### config.mk
export PLATFORM = sky130hd
export DESIGN_NAME = ifetch_req_ctrl
export DESIGN_NICKNAME = d
export VERILOG_FILES = /design/src/rtl/ifetch_req_ctrl_pkg.sv /design/src/rtl/ifetch_pc_fifo.sv /design/src/rtl/ifetch_req_ctrl.sv
export SDC_FILE = /design/constraint.sdc
export NUM_CORES = 1
export LEC_CHECK = 0
export BUFFER_PORTS_ARGS = -buffer_cell sky130_fd_sc_hd__clkbuf_2
export CAP_MARGIN = 40
export CORE_MARGIN = 3
export CORE_UTILIZATION = 55
export CTS_BUF_LIST = sky130_fd_sc_hd__clkbuf_4 sky130_fd_sc_hd__clkbuf_8
export CTS_CLUSTER_DIAMETER = 30
export DETAILED_ROUTE_END_ITERATION = 8
export PLACE_DENSITY_LB_ADDON = 0.08
export SYNTH_ARGS = -nofsm -noshare
export SYNTH_HDL_FRONTEND = slang
export SYNTH_HIERARCHICAL = 1
export SYNTH_SLANG_ARGS = --single-unit
export TNS_END_PERCENT = 30
### constraint.sdc
create_clock -name clk -period 5.2 [get_ports clk]
set_input_delay 0 -clock clk [delete_from_list [all_inputs] [get_ports clk]]
set_output_delay 0 -clock clk [all_outputs]
set_load 0.01 [all_outputs]
### src/rtl/ifetch_req_ctrl_pkg.sv
// Shared definitions for the instruction-fetch request controller:
// FSM state encoding, default reset PC and redirect-source priority.
package ifetch_req_ctrl_pkg;

   typedef enum logic [1:0] {
      ST_RUN   = 2'd0,
      ST_REDIR = 2'd1,
      ST_HALT  = 2'd2
   } fetch_state_e;

   localparam logic [31:0] IFETCH_RESET_PC = 32'h1c00_0000;

   // Redirect sources, lower index wins.
   localparam int REDIR_IDX_EXCEP  = 0;
   localparam int REDIR_IDX_ERTN   = 1;
   localparam int REDIR_IDX_TLB    = 2;
   localparam int REDIR_IDX_BRANCH = 3;
   localparam int REDIR_NUM        = 4;

   // Returns the index of the highest-priority asserted redirect source.
   function automatic logic [1:0] redir_select(input logic [REDIR_NUM-1:0] en);
      logic [1:0] sel;
      sel = 2'(REDIR_IDX_BRANCH);
      for (int i = REDIR_NUM - 1; i >= 0; i--) begin
         if (en[i]) sel = 2'(i);
      end
      return sel;
   endfunction

endpackage

### src/rtl/ifetch_pc_fifo.sv
// Small synchronous FIFO that tags each accepted fetch request with its PC.
// Clear has priority over push/pop; push and pop in one cycle keep the count.
module ifetch_pc_fifo #(
   parameter int DEPTH = 2,
   parameter int WIDTH = 32,
   localparam int CNT_W = $clog2(DEPTH + 1),
   localparam int PTR_W = (DEPTH > 1) ? $clog2(DEPTH) : 1
) (
   input  logic             clk,
   input  logic             rst,
   input  logic             clear_i,
   input  logic             push_i,
   input  logic [WIDTH-1:0] push_data_i,
   input  logic             pop_i,
   output logic [WIDTH-1:0] head_o,
   output logic [CNT_W-1:0] count_o
);

   logic [WIDTH-1:0] mem_q [DEPTH];
   logic [WIDTH-1:0] mem_d [DEPTH];
   logic [PTR_W-1:0] rd_ptr_q, rd_ptr_d;
   logic [PTR_W-1:0] wr_ptr_q, wr_ptr_d;
   logic [CNT_W-1:0] count_q, count_d;
   logic             do_push;
   logic             do_pop;

   function automatic logic [PTR_W-1:0] ptr_inc(input logic [PTR_W-1:0] p);
      return (p == PTR_W'(DEPTH - 1)) ? '0 : p + 1'b1;
   endfunction

   // Next-state for storage, pointers and occupancy.
   always_comb begin
      mem_d    = mem_q;
      rd_ptr_d = rd_ptr_q;
      wr_ptr_d = wr_ptr_q;
      count_d  = count_q;
      do_pop   = pop_i && (count_q != '0);
      do_push  = push_i && ((count_q != CNT_W'(DEPTH)) || do_pop);
      if (clear_i) begin
         rd_ptr_d = '0;
         wr_ptr_d = '0;
         count_d  = '0;
      end else begin
         if (do_push) begin
            mem_d[wr_ptr_q] = push_data_i;
            wr_ptr_d        = ptr_inc(wr_ptr_q);
         end
         if (do_pop) begin
            rd_ptr_d = ptr_inc(rd_ptr_q);
         end
         case ({do_push, do_pop})
            2'b10:   count_d = count_q + 1'b1;
            2'b01:   count_d = count_q - 1'b1;
            default: count_d = count_q;
         endcase
      end
   end

   // FIFO state registers.
   always_ff @(posedge clk or posedge rst) begin
      if (rst) begin
         for (int i = 0; i < DEPTH; i++) mem_q[i] <= '0;
         rd_ptr_q <= '0;
         wr_ptr_q <= '0;
         count_q  <= '0;
      end else begin
         mem_q    <= mem_d;
         rd_ptr_q <= rd_ptr_d;
         wr_ptr_q <= wr_ptr_d;
         count_q  <= count_d;
      end
   end

   assign head_o  = mem_q[rd_ptr_q];
   assign count_o = count_q;

endmodule

### src/rtl/ifetch_req_ctrl.sv
// Instruction-fetch request controller: owns the fetch PC, arbitrates
// redirects, bounds outstanding SRAM requests and discards responses to
// requests issued before a redirect.
// Optional build macro IFETCH_PERF_CNT_EN adds cancel/stall perf counters.
module ifetch_req_ctrl
   import ifetch_req_ctrl_pkg::*;
#(
   parameter int             PC_W            = 32,
   parameter int             MAX_OUTSTANDING = 2,
   parameter logic [PC_W-1:0] RESET_PC       = PC_W'(IFETCH_RESET_PC),
   localparam int            CNT_W           = $clog2(MAX_OUTSTANDING + 1)
) (
   input  logic             clk,
   input  logic             rst,
   input  logic             cpu_error_i,
   input  logic             next_allowin_i,
   input  logic             excep_en_i,
   input  logic [PC_W-1:0]  excep_pc_i,
   input  logic             ertn_en_i,
   input  logic [PC_W-1:0]  ertn_pc_i,
   input  logic             tlb_flush_en_i,
   input  logic [PC_W-1:0]  tlb_flush_pc_i,
   input  logic             branch_en_i,
   input  logic [PC_W-1:0]  branch_pc_i,
   output logic             inst_sram_req_o,
   output logic [PC_W-1:0]  inst_sram_addr_o,
   input  logic             inst_sram_addr_ok_i,
   input  logic             inst_sram_data_ok_i,
   input  logic [31:0]      inst_sram_rdata_i,
   output logic             resp_valid_o,
   output logic [PC_W-1:0]  resp_pc_o,
   output logic [31:0]      resp_inst_o,
`ifdef IFETCH_PERF_CNT_EN
   output logic [31:0]      perf_cancel_o,
   output logic [31:0]      perf_stall_o,
`endif
   output logic [CNT_W-1:0] inflight_o
);

   fetch_state_e            state_q, state_d;
   logic [PC_W-1:0]         fetch_pc_q, fetch_pc_d;
   logic [CNT_W-1:0]        cancel_cnt_q, cancel_cnt_d;
   logic [CNT_W-1:0]        fifo_cnt;
   logic [PC_W-1:0]         fifo_head;
   logic                    fifo_clear;
   logic                    fifo_pop;
   logic [REDIR_NUM-1:0]    redir_en_vec;
   logic [PC_W-1:0]         redir_pc_vec [REDIR_NUM];
   logic [PC_W-1:0]         redir_target;
   logic                    redir_any;
   logic                    redir_take;
   logic                    halted;
   logic [CNT_W-1:0]        inflight;
   logic                    below_limit;
   logic                    req;
   logic                    accept;
   logic                    resp_valid;

   assign redir_en_vec[REDIR_IDX_EXCEP]  = excep_en_i;
   assign redir_en_vec[REDIR_IDX_ERTN]   = ertn_en_i;
   assign redir_en_vec[REDIR_IDX_TLB]    = tlb_flush_en_i;
   assign redir_en_vec[REDIR_IDX_BRANCH] = branch_en_i;
   assign redir_pc_vec[REDIR_IDX_EXCEP]  = excep_pc_i;
   assign redir_pc_vec[REDIR_IDX_ERTN]   = ertn_pc_i;
   assign redir_pc_vec[REDIR_IDX_TLB]    = tlb_flush_pc_i;
   assign redir_pc_vec[REDIR_IDX_BRANCH] = branch_pc_i;

   assign redir_any    = |redir_en_vec;
   assign redir_target = redir_pc_vec[redir_select(redir_en_vec)];
   assign halted       = (state_q == ST_HALT);
   // A CPU error in the same cycle as a redirect wins; fetch stops for good.
   assign redir_take   = redir_any && !halted && !cpu_error_i;
   assign inflight     = fifo_cnt + cancel_cnt_q;
   assign below_limit  = (inflight < CNT_W'(MAX_OUTSTANDING));
   assign req          = !halted && next_allowin_i && !redir_any && !cpu_error_i && below_limit;
   assign accept       = req && inst_sram_addr_ok_i;

   // Next-state: FSM, fetch PC, cancel counter and response routing.
   always_comb begin
      state_d      = state_q;
      fetch_pc_d   = fetch_pc_q;
      cancel_cnt_d = cancel_cnt_q;
      fifo_clear   = 1'b0;
      fifo_pop     = 1'b0;
      resp_valid   = 1'b0;

      if (!halted) begin
         if (cpu_error_i) begin
            state_d = ST_HALT;
         end else if (redir_any) begin
            state_d    = ST_REDIR;
            fetch_pc_d = redir_target;
         end else if (accept) begin
            state_d    = ST_RUN;
            fetch_pc_d = fetch_pc_q + PC_W'(4);
         end
      end

      if (redir_take) begin
         fifo_clear = 1'b1;
         if (inst_sram_data_ok_i && (inflight != '0)) begin
            cancel_cnt_d = inflight - 1'b1;
         end else begin
            cancel_cnt_d = inflight;
         end
      end else if (inst_sram_data_ok_i) begin
         if (cancel_cnt_q != '0) begin
            cancel_cnt_d = cancel_cnt_q - 1'b1;
         end else if (fifo_cnt != '0) begin
            fifo_pop   = 1'b1;
            resp_valid = !halted;
         end
      end
   end

   // Controller state registers.
   always_ff @(posedge clk or posedge rst) begin
      if (rst) begin
         state_q      <= ST_RUN;
         fetch_pc_q   <= RESET_PC;
         cancel_cnt_q <= '0;
      end else begin
         state_q      <= state_d;
         fetch_pc_q   <= fetch_pc_d;
         cancel_cnt_q <= cancel_cnt_d;
      end
   end

   ifetch_pc_fifo #(
      .DEPTH (MAX_OUTSTANDING),
      .WIDTH (PC_W)
   ) u_pc_fifo (
      .clk         (clk),
      .rst         (rst),
      .clear_i     (fifo_clear),
      .push_i      (accept),
      .push_data_i (fetch_pc_q),
      .pop_i       (fifo_pop),
      .head_o      (fifo_head),
      .count_o     (fifo_cnt)
   );

`ifdef IFETCH_PERF_CNT_EN
   logic [31:0] perf_cancel_q, perf_cancel_d;
   logic [31:0] perf_stall_q, perf_stall_d;
   logic        drop_event;
   logic        stall_event;

   assign drop_event  = inst_sram_data_ok_i && (inflight != '0) && !resp_valid;
   assign stall_event = next_allowin_i && !below_limit && !halted && !redir_any && !cpu_error_i;

   // Saturating perf counter increments.
   always_comb begin
      perf_cancel_d = perf_cancel_q;
      perf_stall_d  = perf_stall_q;
      if (drop_event && (perf_cancel_q != 32'hFFFF_FFFF)) perf_cancel_d = perf_cancel_q + 32'd1;
      if (stall_event && (perf_stall_q != 32'hFFFF_FFFF)) perf_stall_d = perf_stall_q + 32'd1;
   end

   // Perf counter registers.
   always_ff @(posedge clk or posedge rst) begin
      if (rst) begin
         perf_cancel_q <= '0;
         perf_stall_q  <= '0;
      end else begin
         perf_cancel_q <= perf_cancel_d;
         perf_stall_q  <= perf_stall_d;
      end
   end

   assign perf_cancel_o = perf_cancel_q;
   assign perf_stall_o  = perf_stall_q;
`endif

   assign inst_sram_req_o  = req;
   assign inst_sram_addr_o = fetch_pc_q;
   assign resp_valid_o     = resp_valid;
   assign resp_pc_o        = resp_valid ? fifo_head : '0;
   assign resp_inst_o      = resp_valid ? inst_sram_rdata_i : 32'd0;
   assign inflight_o       = inflight;

endmodule

# Word level (Yosys, flattened, before mapping)
# Cells that the tools add are included.
[op_classes] order_cmp=5 eq_ne=4 muxes=40 bitwise_logic=6 add_sub_neg=8 n_reduce_logical=30
[ops] operator="$mux W32" n=10
[ops] operator="$bmux W32 S2" n=1
[ops] operator="$bwmux W64" n=1
[ops] operator="$add A32 B3 Y32 const B" n=1
[ops] operator="$demux W32 S1" n=1
[ops] operator="$mux W2" n=10
[ops] operator="$mux W1" n=16
[ops] operator="$reduce_bool A2 Y1" n=8
[ops] operator="$logic_and A1 B1 Y1" n=11
[ops] operator="$reduce_and A2 Y1" n=3
[ops] operator="$reduce_bool A3 Y1" n=2
[ops] operator="$sub A2 B1 Y2 const B" n=3
[ops] operator="$eq A2 B2 Y1 const B" n=2
[ops] operator="$ge A2 B2 Y1 const B" n=2
[ops] operator="$not A1 Y2" n=2
[ops] operator="$pmux W2 S2" n=1
[ops] operator="$reduce_or A4 Y1" n=1
[ops] operator="$ge A3 B3 Y1 const B" n=1
[ops] operator="$logic_not A1 Y1" n=3
[ops] operator="$not A1 Y1" n=3
[ops] operator="$not A2 Y3" n=1
[ops] operator="$reduce_and A3 Y1" n=1
[ops] operator="$add A1 B1 Y1 const B" n=2
[ops] operator="$add A2 B1 Y2 const B" n=1
[ops] operator="other kinds (6)" n=6
[word_totals] out_inout_bits=100 ff_bits=104

# Longest topological paths before layout
[logic_depth] ltp_word=11 ltp_mapped=11

# Hierarchy
# The synthesis kept the hierarchy.
[modules_own_cells] mod="ifetch_req_ctrl" seq_area_each_um2=904.6 n_inst=1 area_each_um2=3717.3 cells_per_inst=498
[modules_own_cells] mod="ifetch_pc_fifo" seq_area_each_um2=1701.6 n_inst=1 area_each_um2=3138.0 cells_per_inst=198

# Least setup slack after synthesis
# No wires, ideal clock.
[synth_path] kind="input -> register" from="in ertn_en_i" to="reg u_pc_fifo/mem_q[32] (netlist bit)" arrival_ps=2568 n_path_buf=5 setup_time_ps=125 stages=11 path_slack_ps=2507 required_time_ps=5075 path_cell_list="buf_6 -> nor4_1 -> nor3_1 -> clkbuf_1 -> buf_1 -> nor2_1 -> nor3b_2 -> or4b_1 -> buf_6 -> buf_12 -> mux2_4"
[synth_lines] item="from (decl)" line="ifetch_req_ctrl.sv:19" source="input logic ertn_en_i,"
[synth_lines] item="$reduce_or A4 Y1" line="ifetch_req_ctrl.sv:68" source="assign redir_any = |redir_en_vec;"
[synth_lines] item="$logic_and A1 B1 Y1 (2 in a row)" line="ifetch_req_ctrl.sv:72" source="assign redir_take = redir_any && !halted && !cpu_error_i;"
[synth_lines] item="$mux W1" line="ifetch_req_ctrl.sv:99" source="if (redir_take) begin"
[synth_lines] item="via fifo_clear" line="ifetch_req_ctrl.sv:45" source="logic fifo_clear;"
[synth_lines] item="$not A1 Y1 (no line)"
[synth_lines] item="$reduce_and A2 Y1 (no line)"
[synth_lines] item="to (signal assigned)" line="ifetch_pc_fifo.sv:67" source="mem_q <= mem_d;"
[synth_lines] item="to (decl)" line="ifetch_pc_fifo.sv:19" source="logic [WIDTH-1:0] mem_q [DEPTH];"
# The timed path passes the listed nets, and every way through them passes these cells.
# A chain may end at the register's enable or synchronous reset.

# Final worst setup path
[layout_path] from="in ertn_en_i" to="reg u_pc_fifo/mem_q[51] (netlist bit)"
[layout_via] elab_chain_len=8
[layout_lines] item="$reduce_or A4 Y1" line="ifetch_req_ctrl.sv:68"
[layout_lines] item="$logic_not A1 Y1" line="ifetch_req_ctrl.sv:75" source="assign req = !halted && next_allowin_i && !redir_any && !cpu_error_i && below_limit;"
[layout_lines] item="$logic_and A1 B1 Y1 (3 in a row)" line="ifetch_req_ctrl.sv:75"
[layout_lines] item="$logic_and A1 B1 Y1" line="ifetch_req_ctrl.sv:76" source="assign accept = req && inst_sram_addr_ok_i;"
[layout_lines] item="via accept" line="ifetch_req_ctrl.sv:56" source="logic accept;"
[layout_lines] item="$logic_and A1 B1 Y1" line="ifetch_pc_fifo.sv:38" source="do_push = push_i && ((count_q != CNT_W'(DEPTH)) || do_pop);"
[layout_lines] item="$reduce_and A2 Y1 (no line)"
# The timed path passes the listed nets, and every way through them passes these cells.

==> summary.txt <==
CTS
  • Post-cts resize count: 0
  • Worst skew pair latency: 380 ps
  • # clock sinks: approximately 100
  • CTS H-tree depth: 3
  • Clk buf depth: 2
  • CTS tree: built
  • Clk slew on worst S/H paths: roughly 100 ps
  • CTS buffer count: 9
  • Root Buffer: clkbuf_8

Cells and area
  • Area of the multi-input gates: 3970 sq um
  • Fin nets: between 1000 and 1500
  • Layout area overhead: 25.2%
  • Layout cells sized above 1: between 40% and 50%
  • Fill count: approximately 960
  • Finished Layout Cells: ~1100
  • Register area: 2610 sq um

GRT
  • Busiest layer in global routing: met2
  • First-pass GRT wire length: about 34 mm
  • Vias in the first global route: 6399
  • Met2 usage: between 40% and 50%
  • Initial antenna violation count: 2
  • M3 GR Usage: between 5 and 6%
  • GRT overflow: 0
  • Met1 Use GR: 40.1%
  • GRT Total Usage: between 30% and 40%
  • Largest net degree at the start of global routing: 69

Critical path
  • Worst r2r dst: u_pc_fifo/mem_q[51]
  • Critical path class: in2reg
  • Worst setup path end: u_pc_fifo/mem_q[51]
  • Largest fanout on the critical path: 53
  • CP startpoint: ertn_en_i
  • Reg2reg start: u_pc_fifo/count_o[0]
  • Critical path required time: approximately 5500 ps
  • CP Data Arrival Time: 3500 ps
  • Crit. End Element: register
  • FF-to-FF setup slack: 2050 ps
  • Reg2Reg Depth: 7
  • Startpoint Class: primary input

Timing
  • Setup ws final: between 1500 and 2000 ps
  • Fin crit period: roughly 3200 ps
  • Final setup viols: 0
  • Max Fclk: approximately 300 MHz
  • Clock Skew: 12.0 ps
  • Max-Slew Margin vs Limit: around 34%
  • Unrepaired setup endpoints after global routing: false
  • Setup TNS: 0 ps
  • Fin. max-slew vios: 0
  • Hold Slack: 7.65 ps
  • Final hold vios: 0
  • Tcrit/Tclk final: 62.3%
  • Slew @ Worst Pin: 978 ps

Logic synthesis
  • Syn Inst Count: ~700
  • Syn_area_per_cell: roughly 9.8 sq um
  • Number of library cell types mapped by synthesis: a little over 60
  • Seq/Total Area, Yosys: roughly two fifths
  • Ys async rst share: between 90% and 100%
  • Top cell type by total area after synthesis: dfrtp_1
  • Top cell type's share of synthesized area: a little under two fifths
  • Post-synthesis sequential element count: 104
  • Synth area leaders: dfrtp_1 37%, mux2_2 13%, mux2_4 6.4%
  • Number of flops mapped to enable cells by yosys: 0
  • Syn_nets: slightly below 900
  • Most used flip-flop cell after synthesis: dfrtp_1
  • Synth warn: 6
  • Mapped Area: 6860 sq um

Placement
  • Detailed placer's ending HPWL: approximately 16 mm
  • PortBufs: roughly 270
  • Global placement routability congestion: slightly below 1
  • Placed cells: about 1100
  • Place WS: 1580 ps

Run status
  • Status: completed

Power
  • Power Dens Cells: ~300 nW/um^2
  • Cell leakage power: between 0.004 and 0.005 uW
  • PnR Total Power: about 2600 uW
  • Worst IR Drop VDD: 0.000151 V

Floorplan
  • Io pins: 270
  • Core ar.: around 12000 sq um
  • Chip height: between 100 and 150 um
  • Row cnt: 40
  • Die area: between 10000 and 15000 sq um
  • Die X: roughly 120 um
  • Starting Density: between 50% and 60%

Detailed routing
  • Drt pass-1 iters: 5
  • Routed Antenna Nets: 0
  • Vias: approximately 6500
  • Drt drc: 0
  • Vias/cell: 5.79
  • Routed wire length: approximately 21 mm
  • Initial DRC count: between 700 and 800
  • WL/cell: roughly 19 um

Flow run
  • # Max-Cap Violations: 0

Hold path
  • Hold WC Path Type: in2reg
[synth_stat cells, types with 12 or more instances]
cell type / count
dfrtp_1: 101
mux2_2: 82
and2_1: 65
nand2_1: 60
a21oi_1: 43
o21ai_0: 43
clkbuf_1: 33
mux2_4: 29
mux2i_1: 29
nand3_1: 20
nor2_1: 19
inv_1: 13
nor3_1: 12
[final cells by class]
class / count / share of cell area, %
diodes: 2 / 0.0583
clock buffers: 10 / 1.53
clock inverters: 6 / 0.845
inverters: 14 / 0.612
multi-input cells: 529 / 46.2
flip-flops and latches: 104 / 30.4
well taps: 168 / 2.45
repair buffers: 288 / 17.9
[how the worst min path moves through the flow]
stage	from	endpoint	depth (start not counted)
detailed placement	rst	inst_sram_addr_o[31]	3
CTS	excep_pc_i[8]	inst_sram_addr_o[8]	3
floorplan	cpu_error_i	state_q[0]	1
global placement	rst	inst_sram_addr_o[31]	3
global route	excep_pc_i[12]	inst_sram_addr_o[12]	3
finish	excep_pc_i[23]	inst_sram_addr_o[23]	4
[state kept, by name (all words and copies together), names as in the netlist]
name                flops
u_pc_fifo/mem_q        64
inst_sram_addr_o       32
cancel_cnt_q            2
state_q                 2
u_pc_fifo/count_o       2
u_pc_fifo/rd_ptr_q      1
u_pc_fifo/wr_ptr_q      1
[cells by family after synthesis]
group,share of synthesized area (%)
buf+inv,4.49
simple gates,17.7
fa+ha+maj,0.730
xor+xnor,0.986
compound gates,14.1
flops,38.0
mux,24.1
[critical path: stages]
cell,delay [ps]
clkbuf_2,80
buf_4,260
or4_4,740
or3_4,450
nor2_1,430
or4b_2,920
buf_12,280
mux2_4,310
[timing repair]
item,in CTS,in global routing
hold endpoints to repair,106,1
hold buffers,5,1
buffers inserted,0,0
[layer usage]
| metal | share of wire [%] | wire [um] | vias up |
|---|---|---|---|
| met5 | 0 | 0 | - |
| met4 | 1.7 | 350 | 0 |
| met3 | 7.4 | 1540 | 28 |
| met2 | 49 | 10200 | 306 |
| met1 | 42 | 8870 | 3126 |
| li1 | - | - | 3030 |
[cell usage in the layout, fill, tap and decap left out, types with 3 or more instances in the layout]
cell type      instances
a21oi_1               42
a22oi_1                6
and2_1                65
and3_1                 6
buf_4                 10
clkbuf_2             269
clkbuf_8               9
dfrtp_1              101
dfstp_2                3
dlygate4sd3_1          6
ha_1                   4
inv_1                 12
inv_6                  4
mux2_2                82
mux2_4                29
mux2i_1               29
nand2_1               60
nand2b_1               6
nand3_1               20
nand4_1               10
nor2_1                19
nor2b_1                3
nor3_1                 9
nor3_2                 3
nor3b_1                3
nor4_1                 3
o211ai_1              10
o21a_1                 5
o21ai_0               43
o221ai_1               3
o22a_1                 3
o22ai_1                9
o31ai_1               10
or4_1                  5
xor2_1                 3
[per-stage QoR]
step | utilization [%] | area [sq um]
floorplan | - | 6860
global placement | 68.2 | 8260
detailed placement | 68.7 | 8320
CTS | 70.8 | 8570
global route | 70.9 | 8580
finish | 70.9 | 8580
[power by group]
| part | leakage (uW) | total, uW | internal, uW | switching (uW) |
|---|---|---|---|---|
| Combinational | 0.00295 | 782 | 369 | 413 |
| Clock | 0.000102 | 529 | 235 | 294 |
| Sequential | 0.00135 | 1270 | 954 | 311 |
| Total | 0.00441 | 2580 | 1560 | 1020 |
No activity file was read; power rests on OpenSTA's default activity.
